File: src/rtl/pattern_sequencer_if.sv
`default_nettype none
// ============================================================================
//  Module   : pattern_sequencer_if
//  Brief    : Control/status bundle between the pattern sequencer and its user.
//  Revision : 1.0  initial release
// ============================================================================
interface pattern_sequencer_if #(
    parameter int SEQ_W  = 6,
    parameter int STEP_W = 4
);
    logic                    step_en;
    logic                    seq_up;
    logic                    seq_dn;
    logic [1:0]              mode;
    logic                    restart;
    logic [SEQ_W+STEP_W-1:0] rom_addr;
    logic [SEQ_W-1:0]        seq_num;
    logic [STEP_W-1:0]       step_idx;
    logic                    wrap;
    logic                    done;

    modport master (
        output step_en, seq_up, seq_dn, mode, restart,
        input  rom_addr, seq_num, step_idx, wrap, done
    );

    modport slave (
        input  step_en, seq_up, seq_dn, mode, restart,
        output rom_addr, seq_num, step_idx, wrap, done
    );
endinterface
`default_nettype wire

File: src/rtl/pattern_sequencer.sv
`default_nettype none
// ============================================================================
//  Module   : pattern_sequencer
//  Brief    : Button-selected LED pattern stepper producing the pattern ROM
//             address; loop, ping-pong, one-shot and pause stepping modes.
//  Revision : 1.0  initial release
// ============================================================================
module pattern_sequencer #(
    parameter int SEQ_W    = 6,
    parameter int STEP_W   = 4,
    parameter int NUM_SEQ  = 64,
    parameter int SEQ_WRAP = 1
) (
    input  wire logic          CLK_50,
    input  wire logic          reset_n,
    pattern_sequencer_if.slave bus
);
    typedef enum logic [0:0] {
        DIR_FWD = 1'b0,
        DIR_REV = 1'b1
    } dir_t;

    localparam logic [SEQ_W-1:0]  c_SEQ_MAX  = SEQ_W'(NUM_SEQ - 1);
    localparam logic [STEP_W-1:0] c_STEP_MAX = {STEP_W{1'b1}};
    localparam logic [1:0]        c_MODE_LOOP = 2'b00;
    localparam logic [1:0]        c_MODE_PING = 2'b01;
    localparam logic [1:0]        c_MODE_ONE  = 2'b10;

    logic [SEQ_W-1:0]        r_seq;
    logic [STEP_W-1:0]       r_step;
    dir_t                    r_dir;
    logic                    r_done;
    logic                    r_wrap;
    logic [SEQ_W+STEP_W-1:0] r_rom_addr;
    logic                    r_up_prev;
    logic                    r_dn_prev;
    logic                    r_armed;

    logic                    w_up_edge;
    logic                    w_dn_edge;
    logic [SEQ_W-1:0]        w_seq_nxt;
    logic [STEP_W-1:0]       w_step_nxt;
    dir_t                    w_dir_nxt;
    logic                    w_done_nxt;
    logic                    w_wrap_nxt;

    // r_armed masks the first clock after reset so a held button gives no edge
    assign w_up_edge = r_armed & bus.seq_up & ~r_up_prev;
    assign w_dn_edge = r_armed & bus.seq_dn & ~r_dn_prev;

    always_comb begin
        w_seq_nxt  = r_seq;
        w_step_nxt = r_step;
        w_dir_nxt  = r_dir;
        w_done_nxt = r_done;
        w_wrap_nxt = 1'b0;

        if (w_up_edge ^ w_dn_edge) begin
            if (w_up_edge) begin
                if (r_seq == c_SEQ_MAX)
                    w_seq_nxt = (SEQ_WRAP != 0) ? '0 : r_seq;
                else
                    w_seq_nxt = r_seq + SEQ_W'(1);
            end else begin
                if (r_seq == '0)
                    w_seq_nxt = (SEQ_WRAP != 0) ? c_SEQ_MAX : r_seq;
                else
                    w_seq_nxt = r_seq - SEQ_W'(1);
            end
            w_step_nxt = '0;
            w_dir_nxt  = DIR_FWD;
            w_done_nxt = 1'b0;
        end else if (bus.restart) begin
            w_step_nxt = '0;
            w_dir_nxt  = DIR_FWD;
            w_done_nxt = 1'b0;
        end else if (bus.step_en) begin
            case (bus.mode)
                c_MODE_LOOP: begin
                    w_dir_nxt  = DIR_FWD;
                    w_step_nxt = r_step + STEP_W'(1);
                    w_wrap_nxt = (r_step == c_STEP_MAX);
                end
                c_MODE_PING: begin
                    if (r_dir == DIR_FWD) begin
                        // Entering at the top end (e.g. from loop mode) turns around immediately
                        if (r_step == c_STEP_MAX) begin
                            w_step_nxt = c_STEP_MAX - STEP_W'(1);
                            w_dir_nxt  = DIR_REV;
                        end else begin
                            w_step_nxt = r_step + STEP_W'(1);
                            if (r_step == c_STEP_MAX - STEP_W'(1))
                                w_dir_nxt = DIR_REV;
                        end
                    end else begin
                        if (r_step == '0) begin
                            w_step_nxt = STEP_W'(1);
                            w_dir_nxt  = DIR_FWD;
                        end else begin
                            w_step_nxt = r_step - STEP_W'(1);
                            if (r_step == STEP_W'(1)) begin
                                w_dir_nxt  = DIR_FWD;
                                w_wrap_nxt = 1'b1;
                            end
                        end
                    end
                end
                c_MODE_ONE: begin
                    w_dir_nxt = DIR_FWD;
                    if (r_step != c_STEP_MAX) begin
                        w_step_nxt = r_step + STEP_W'(1);
                    end else if (!r_done) begin
                        w_done_nxt = 1'b1;
                        w_wrap_nxt = 1'b1;
                    end
                end
                default: begin
                    w_step_nxt = r_step;
                end
            endcase
        end
    end

    always_ff @(posedge CLK_50 or negedge reset_n) begin
        if (!reset_n) begin
            r_seq      <= '0;
            r_step     <= '0;
            r_dir      <= DIR_FWD;
            r_done     <= 1'b0;
            r_wrap     <= 1'b0;
            r_rom_addr <= '0;
            r_up_prev  <= 1'b0;
            r_dn_prev  <= 1'b0;
            r_armed    <= 1'b0;
        end else begin
            r_seq      <= w_seq_nxt;
            r_step     <= w_step_nxt;
            r_dir      <= w_dir_nxt;
            r_done     <= w_done_nxt;
            r_wrap     <= w_wrap_nxt;
            r_rom_addr <= {w_seq_nxt, w_step_nxt};
            r_up_prev  <= bus.seq_up;
            r_dn_prev  <= bus.seq_dn;
            r_armed    <= 1'b1;
        end
    end

    assign bus.seq_num  = r_seq;
    assign bus.step_idx = r_step;
    assign bus.done     = r_done;
    assign bus.wrap     = r_wrap;
    assign bus.rom_addr = r_rom_addr;
endmodule
`default_nettype wire
File: src/flat_wrapper.sv
// flat-port wrapper written by rule: the top's interface ports become plain ports
module pattern_sequencer_flat 
#(
    parameter int SEQ_W    = 6,
    parameter int STEP_W   = 4,
    parameter int NUM_SEQ  = 64,
    parameter int SEQ_WRAP = 1
)
  (CLK_50, reset_n, bus_step_en, bus_seq_up, bus_seq_dn, bus_mode, bus_restart, bus_rom_addr, bus_seq_num, bus_step_idx, bus_wrap, bus_done);
  pattern_sequencer_if #(.SEQ_W(SEQ_W), .STEP_W(STEP_W)) bus_i ();
  input  wire logic CLK_50;
  input  wire logic reset_n;
  input wire logic [$bits(bus_i.step_en)-1:0] bus_step_en;
  input wire logic [$bits(bus_i.seq_up)-1:0] bus_seq_up;
  input wire logic [$bits(bus_i.seq_dn)-1:0] bus_seq_dn;
  input wire logic [$bits(bus_i.mode)-1:0] bus_mode;
  input wire logic [$bits(bus_i.restart)-1:0] bus_restart;
  output wire logic [$bits(bus_i.rom_addr)-1:0] bus_rom_addr;
  output wire logic [$bits(bus_i.seq_num)-1:0] bus_seq_num;
  output wire logic [$bits(bus_i.step_idx)-1:0] bus_step_idx;
  output wire logic [$bits(bus_i.wrap)-1:0] bus_wrap;
  output wire logic [$bits(bus_i.done)-1:0] bus_done;
  assign bus_i.step_en = bus_step_en;
  assign bus_i.seq_up = bus_seq_up;
  assign bus_i.seq_dn = bus_seq_dn;
  assign bus_i.mode = bus_mode;
  assign bus_i.restart = bus_restart;
  assign bus_rom_addr = bus_i.rom_addr;
  assign bus_seq_num = bus_i.seq_num;
  assign bus_step_idx = bus_i.step_idx;
  assign bus_wrap = bus_i.wrap;
  assign bus_done = bus_i.done;
  pattern_sequencer #(.SEQ_W(SEQ_W), .STEP_W(STEP_W), .NUM_SEQ(NUM_SEQ), .SEQ_WRAP(SEQ_WRAP)) u_core (.CLK_50(CLK_50), .reset_n(reset_n), .bus(bus_i));
endmodule
File: config.mk
export PLATFORM = sky130hd
export DESIGN_NAME = pattern_sequencer_flat
export DESIGN_NICKNAME = d
export VERILOG_FILES = /design/src/rtl/pattern_sequencer_if.sv /design/src/rtl/pattern_sequencer.sv /design/src/flat_wrapper.sv
export SDC_FILE = /design/constraint.sdc
export NUM_CORES = 1
export LEC_CHECK = 0
export CAP_MARGIN = 20
export CELL_PAD_IN_SITES_DETAIL_PLACEMENT = 1
export CELL_PAD_IN_SITES_GLOBAL_PLACEMENT = 1
export CORE_MARGIN = 2
export CORE_UTILIZATION = 26
export DETAILED_ROUTE_END_ITERATION = 7
export PLACE_DENSITY = 0.67
export SYNTH_ARGS = -nofsm -noshare
export SYNTH_HDL_FRONTEND = slang
export SYNTH_SLANG_ARGS = --single-unit
File: constraint.sdc
create_clock -name CLK_50 -period 1.9 [get_ports CLK_50]
set_input_delay 0.19 -clock CLK_50 [delete_from_list [all_inputs] [get_ports CLK_50]]
set_output_delay 0.19 -clock CLK_50 [all_outputs]
set_load 0.05 [all_outputs]
==> flow_metrics.env <==
export IMPL_cp_slowest_cell="clkdlybuf4s50_1"
export IMPL_tightest_slew_ns=0.511
export IMPL_synth_ff_type="dfrtp_1"
export IMPL_num_vias=1370
export IMPL_first_global_vias=1466
export IMPL_fmax_mhz=539
export IMPL_fp_row_count=26
export IMPL_grt_ovfl_total=0
export IMPL_cp_end_kind="output pin"
export IMPL_critPathMaxFanout=7
export IMPL_post_route_drc_count=0
export IMPL_rsz0062_at_grt="false"
export IMPL_clk_latency_ns=0.26
export IMPL_synthesis_area_sq_um=1420
export IMPL_r2r_start="u_core.bus.step_idx[0]"
export IMPL_synth_cell_types=52
export IMPL_synth_top_family_by_area="compound AO/OA/AOI/OAI gates"
export IMPL_grt_pass1_wl_um=7370
export IMPL_clock_skew_ns=0.000998
export IMPL_synthSimpleGateAreaFrac_pct=25.0
export IMPL_outcome="completed"
export IMPL_required_ns=1.71
export IMPL_muxShareOfSynthArea_pct=0
export IMPL_cellPowerDensity_nw_per_um2=1110
export IMPL_reg2reg_depth=5
export IMPL_cts_buffers=3
export IMPL_path_class="register to output pin"
export IMPL_async_flop_share_pct=100
export IMPL_netlist_instances=167
export IMPL_hold_violations=0
export IMPL_first_pass_iters=4
export IMPL_hold_class="input pin to async pin"
export IMPL_relSlewSlack_pct=65.8
export IMPL_finalSetupTns_ns=0
export IMPL_hold_buffers=0
export IMPL_via_per_inst=5.13
export IMPL_gr_usage_all_layers_pct=15.2
export IMPL_ys_seq_elements=16
export IMPL_ys_warn_count=0
export IMPL_place_congestion=0.875
export IMPL_core_area_sq_um=5170
export IMPL_r2r_slack_ns=0.09
export IMPL_r2r_end="u_core.bus.rom_addr[3]"
export IMPL_ir_worst_vdd_uv=395
export IMPL_synth_compound_area_share_pct=26.5
export IMPL_cts_tree="done"
export IMPL_ioPinCount=30
export IMPL_synth_edf_count=0
export IMPL_period_share_pct=97.6
export IMPL_antennaDiodeCount=0
export IMPL_initial_core_util_pct=27.4
export IMPL_period_minus_slack_ns=1.85
export IMPL_dpl_hpwl_um=3140
export IMPL_area_growth_pct=28.7
export IMPL_worstPathArrival_ns=1.66
export IMPL_clk_pin_slew_ns=0.07
export IMPL_syn_nets=184
export IMPL_routed_wl_um=4310
export IMPL_layout_common_cells="clkdlybuf4s50_1, buf_4, dfrtp_1"
export IMPL_leakage_uw=0.000760
export IMPL_drive_gt1_share_pct=18.3
export IMPL_drt_iter0_drc=97
export IMPL_synth_area_per_cell_sq_um=8.50
export IMPL_dieHeight_um=77.9
export IMPL_htreeDepth=1
export IMPL_die_area_sq_um=6060
export IMPL_port_buffer_count=29
export IMPL_ant_nets=0
export IMPL_start_kind="register"
export IMPL_cp_depth=2
export IMPL_worst_path_buf_inv=2
export IMPL_cp_endpoint="bus_rom_addr[0]"
export IMPL_slowest_delay_ns=0.80
export IMPL_cts_root_buf="clkbuf_8"
export IMPL_cts_resized=0
export IMPL_setup_viol=0
export IMPL_synth_area_leader_cell="dfrtp_1"
export IMPL_synth_area_leaders="dfrtp_1, ha_1, buf_4"
export IMPL_critical_path_cell_chain="buf_4 -> clkdlybuf4s50_1"
export IMPL_fin_util_pct=35.3
export IMPL_cts_setup_buffers=0
export IMPL_synth_xor_area_share_pct=3.00
export IMPL_final_max_slew_viol_count=0
export IMPL_ys_seq_area_share_pct=28.2
export IMPL_die_width_um=77.9
export IMPL_crit_start="u_core.bus.step_idx[0]"
export IMPL_maxCapViolations=0
export IMPL_critical_path_top_delay_family="buffers and inverters"
export IMPL_wl_per_cell_um=16.1
export IMPL_fin_nets=215
export IMPL_grt_max_degree=17
export IMPL_clk_path_buf_depth=2
export IMPL_antenna_found_initial=0
export IMPL_cts_sinks=16
export IMPL_synth_top_area_share_pct=28.2
export IMPL_n_fill_cell=607
export IMPL_synthAdderAreaFrac_pct=7.94
[area by class of cell]
| cell class | instances | area [sq um] | share of cell area (%) |
|---|---|---|---|
| clock buffers | 4 | 55.1 | 3.01 |
| inverters | 7 | 26.3 | 1.44 |
| multi-input cells | 129 | 892 | 48.8 |
| flip-flops and latches | 16 | 403 | 22.1 |
| well taps | 70 | 87.6 | 4.79 |
| repair buffers | 41 | 363 | 19.9 |
[cell families after synthesis]
family,Yosys count
buffers and inverters,22
xor gates and xnor gates,4
adders and majority gates,9
AOI/OAI and AO/OA,55
other,1
and+or+nand+nor,60
DFF,16
[worst min path at each step]
stage,start,end,cells after the start
floorplan,reset_n,u_core.bus.done,0
global placement,reset_n,u_core.bus.seq_num[3],2
detailed placement,reset_n,u_core.bus.seq_num[4],2
CTS,reset_n,u_core.bus.seq_num[4],2
global route,reset_n,u_core.bus.seq_num[4],2
finish,reset_n,u_core.bus.seq_num[3],2
[cells in the mapped netlist, types with 2 or more instances]
master / number
nand2_1: 7
nor2b_1: 4
a211oi_1: 4
a21oi_1: 10
and3_1: 4
inv_1: 7
a221oi_1: 2
nor3b_1: 2
o21ai_0: 7
o2bb2ai_1: 2
nor3_1: 3
o22ai_1: 3
o211ai_1: 6
buf_4: 11
buf_2: 4
nand3b_1: 3
o21ai_1: 2
a31oi_1: 5
nor4_1: 2
a21o_1: 2
ha_1: 9
nand2b_1: 5
nand3_1: 6
dfrtp_1: 16
xnor2_1: 3
nor2_1: 12
[metal layers]
| layer | vias up | wire (um) | GRT usage (%) |
|---|---|---|---|
| met2 | 14 | 1960 | 22.9 |
| met5 | - | 0 | 0 |
| met4 | 0 | 55 | 5.54 |
| li1 | 673 | - | - |
| met3 | 4 | 88 | 2.56 |
| met1 | 679 | 2200 | 21.7 |
[where the power goes]
group	switching, uW	leakage (uW)	internal (uW)
Sequential	121	0.000201	402
Combinational	759	0.000530	417
Clock	141	0.0000288	184
Total	1020	0.000760	1000
[per-stage QoR]
step	hold WS, ns	power (uW)	cells	area [sq um]	setup slack, ns
after floorplan	-0.106	1390	167	1420	0.00228
after global placement	0.541	1690	263	1770	0.111
after detailed placement	0.548	1700	263	1770	0.104
after CTS	0.274	2030	267	1820	0.0423
after global routing	0.277	2150	267	1830	0.00245
final	0.263	2020	267	1830	0.0451
[flip-flops by register name, summed over array words and instances, names as in the netlist]
| signal | cells |
|---|---|
| u_core.bus.step_idx | 3 |
| u_core.bus.seq_num | 5 |
| u_core.r_armed | 1 |
| u_core.bus.done | 1 |
| u_core.bus.rom_addr | 2 |
| u_core.bus.wrap | 1 |
| u_core.r_up_prev | 1 |
| u_core.r_dir | 1 |
| u_core.r_dn_prev | 1 |
Note: power is estimated with default switching activity, not from simulation.
==> edit: new RTL, config.mk and constraints unchanged <==
`SEQ_W` is set to 6 in 3 places; all go to 3.
--- a/src/rtl/pattern_sequencer_if.sv
+++ b/src/rtl/pattern_sequencer_if.sv
@@ -6,5 +6,5 @@
 // ============================================================================
 interface pattern_sequencer_if #(
-    parameter int SEQ_W  = 6,
+    parameter int SEQ_W  = 3,
     parameter int STEP_W = 4
 );
--- a/src/rtl/pattern_sequencer.sv
+++ b/src/rtl/pattern_sequencer.sv
@@ -7,5 +7,5 @@
 // ============================================================================
 module pattern_sequencer #(
-    parameter int SEQ_W    = 6,
+    parameter int SEQ_W    = 3,
     parameter int STEP_W   = 4,
     parameter int NUM_SEQ  = 64,
--- a/src/flat_wrapper.sv
+++ b/src/flat_wrapper.sv
@@ -2,5 +2,5 @@
 module pattern_sequencer_flat 
 #(
-    parameter int SEQ_W    = 6,
+    parameter int SEQ_W    = 3,
     parameter int STEP_W   = 4,
     parameter int NUM_SEQ  = 64,
Interface: changed (resized bus_rom_addr and bus_seq_num); port bits go from 30 to 24. No check against the original RTL was run, so the function may have changed too.
==> edit against the original RTL <==
Critical path depth unchanged. Critical endpoint is now bus_step_idx[0]. Combinational power down 45%. Total power down 38%. Sequential cell count shrank 3. Die area fell by 25%. Global-route usage decreased by 1.7 points. Final area down 23%. Wire length decreased by 36%. Critical path type unchanged. Setup slack better by 0.028 ns. Area after synthesis is 26% lower. Sequential power is 30% lower.
==> edit: results (changes against the original RTL) <==
| Metric | Value |
|---|---|
| Setup WS pre-CTS | 0.1383 ns (was 0.1045 ns) |
| Lkg Pwr | 0.6160 nW (was 0.7596 nW) |
| GRT Total Usage | 13.49% (was 15.22%) |
| Worst path max stage delay | 0.80 ns (about the same) |
| R2r setup slk | 0.21 ns (was 0.09 ns) |
| CP endpoint | bus_step_idx[0] (was bus_rom_addr[0]) |
| Non-Filler Instances | 203 (was 267) |
| Area post-placement | 1356 sq um (was 1767 sq um) |
| Cell variety after synth | 40 (was 52) |
| Largest net degree at the start of global routing | 14 (was 17) |
| Final Critical Period | 1.827 ns (was 1.855 ns) |
| R2r endpoint | u_core.bus.step_idx[0] (was u_core.bus.rom_addr[3]) |
| CTS Buf Count | 3 (unchanged) |
| Worst endpoint data arrival time | 1.64 ns (was 1.66 ns) |
| Reg-to-reg startpoint | u_core.bus.step_idx[1] (was u_core.bus.step_idx[0]) |
| Iter 0 DRT Violations | 42 (was 97) |
| Layout cells sized above 1 | 18.30% (was 18.27%) |
| Ys Warns | 0 (unchanged) |
| Status | completed (unchanged) |
| Skew final | 0.006418 ns (was 0.0009983 ns) |
| Seq/Total Area, Yosys | 30.95% (was 28.22%) |
| Clk root buf | clkbuf_8 (unchanged) |
| First-pass GRT wire length | 4685 um (was 7369 um) |
| Diode count | 0 (unchanged) |
| Number of global-route vias before repair | 1033 (was 1466) |
| Slew HR | 59.43% (was 65.82%) |
| Mapped Nets | 145 (was 184) |
| Port bufs | 23 (was 29) |
| Reg2Reg Depth | 7 (was 5) |
| Post CTS Setup Buffer Count | 0 (unchanged) |
| Max FO, Critical Path | 6 (was 7) |
| Final HPWL DP | 2286 um (was 3144 um) |
| Max stage delay cell, worst path | clkdlybuf4s50_1 (unchanged) |
| Max FFs per register | 3 (was 5) |
| Vias | 984 (was 1370) |
| Worst hold path class | in2async (unchanged) |
| Average size of a mapped cell | 8.276 sq um (was 8.496 sq um) |
| Placer's final routability congestion estimate | 0.8673 (was 0.8751) |
| Final Net Count | 172 (was 215) |
| Post-synth top cells | dfrtp_1, nor2_1, nand2_1 (was dfrtp_1, nor2_1, buf_4) |
| Routed length per instance | 13.69 um (was 16.15 um) |
| Latest clock arrival within the worst-skew pair | 0.24 ns (was 0.26 ns) |
| VDD IR-drop max | 563.7 uV (was 395.3 uV) |
| Largest cells by area after synthesis | dfrtp_1, ha_1, buf_4, nor2_1, nand2_1 (was dfrtp_1, ha_1, buf_4, a21oi_1, nor2_1) |
==> edit: cells by family after synthesis <==
kind of cell,share of synthesized area [%]
other cells,0.3568
xor+xnor,0.8335
flops,30.95
fa+ha+maj,11.90
simple gates,22.50
mux,1.071
compound gates,21.07
buf+inv,11.31
==> edit: worst min path at each step <==
stage | endpoint | slack [ns] | startpoint
6_report | u_core.bus.rom_addr[6] | 0.33 | reset_n
3_3_place_gp | u_core.bus.seq_num[0] | 0.56 | u_core.bus.seq_num[0]
3_5_place_dp | u_core.bus.seq_num[0] | 0.57 | u_core.bus.seq_num[0]
4_1_cts | u_core.bus.rom_addr[6] | 0.35 | reset_n
5_1_grt | u_core.bus.rom_addr[6] | 0.37 | reset_n
2_1_floorplan | u_core.bus.done | -0.11 | reset_n
==> edit: power by group <==
part / leakage, nW / total (mW) / switching [mW] / internal (mW)
sequential: 0.162 / 0.363 / 0.0485 / 0.314
clock: 0.0228 / 0.241 / 0.0930 / 0.148
combinational: 0.431 / 0.649 / 0.408 / 0.241
total: 0.616 / 1.25 / 0.550 / 0.703
==> edit: final cells by class <==
cell class	count	area (sq um)
fill	467	2541
multi-input combinational	93	619.3
sequential	13	329.1
timing repair buffer	35	315.3
tap	50	62.56
clock buffer	4	45.04
inverter	8	30.03
==> edit: worst max-delay path, delay by kind of cell (launching register included) <==
family	cells	cell delay, ns
buf+inv	2	0.97
flops	1	0.44
==> edit: layer usage <==
| layer | share of wire (%) | global-route usage (%) | vias to the layer above |
|---|---|---|---|
| met1 | 44 | 16.31 | 476 |
| li1 | - | - | 489 |
| met3 | 3.0 | 2.000 | 0 |
| met5 | 0 | 0 | - |
| met2 | 53 | 25.25 | 19 |
| met4 | 0 | 2.296 | 0 |
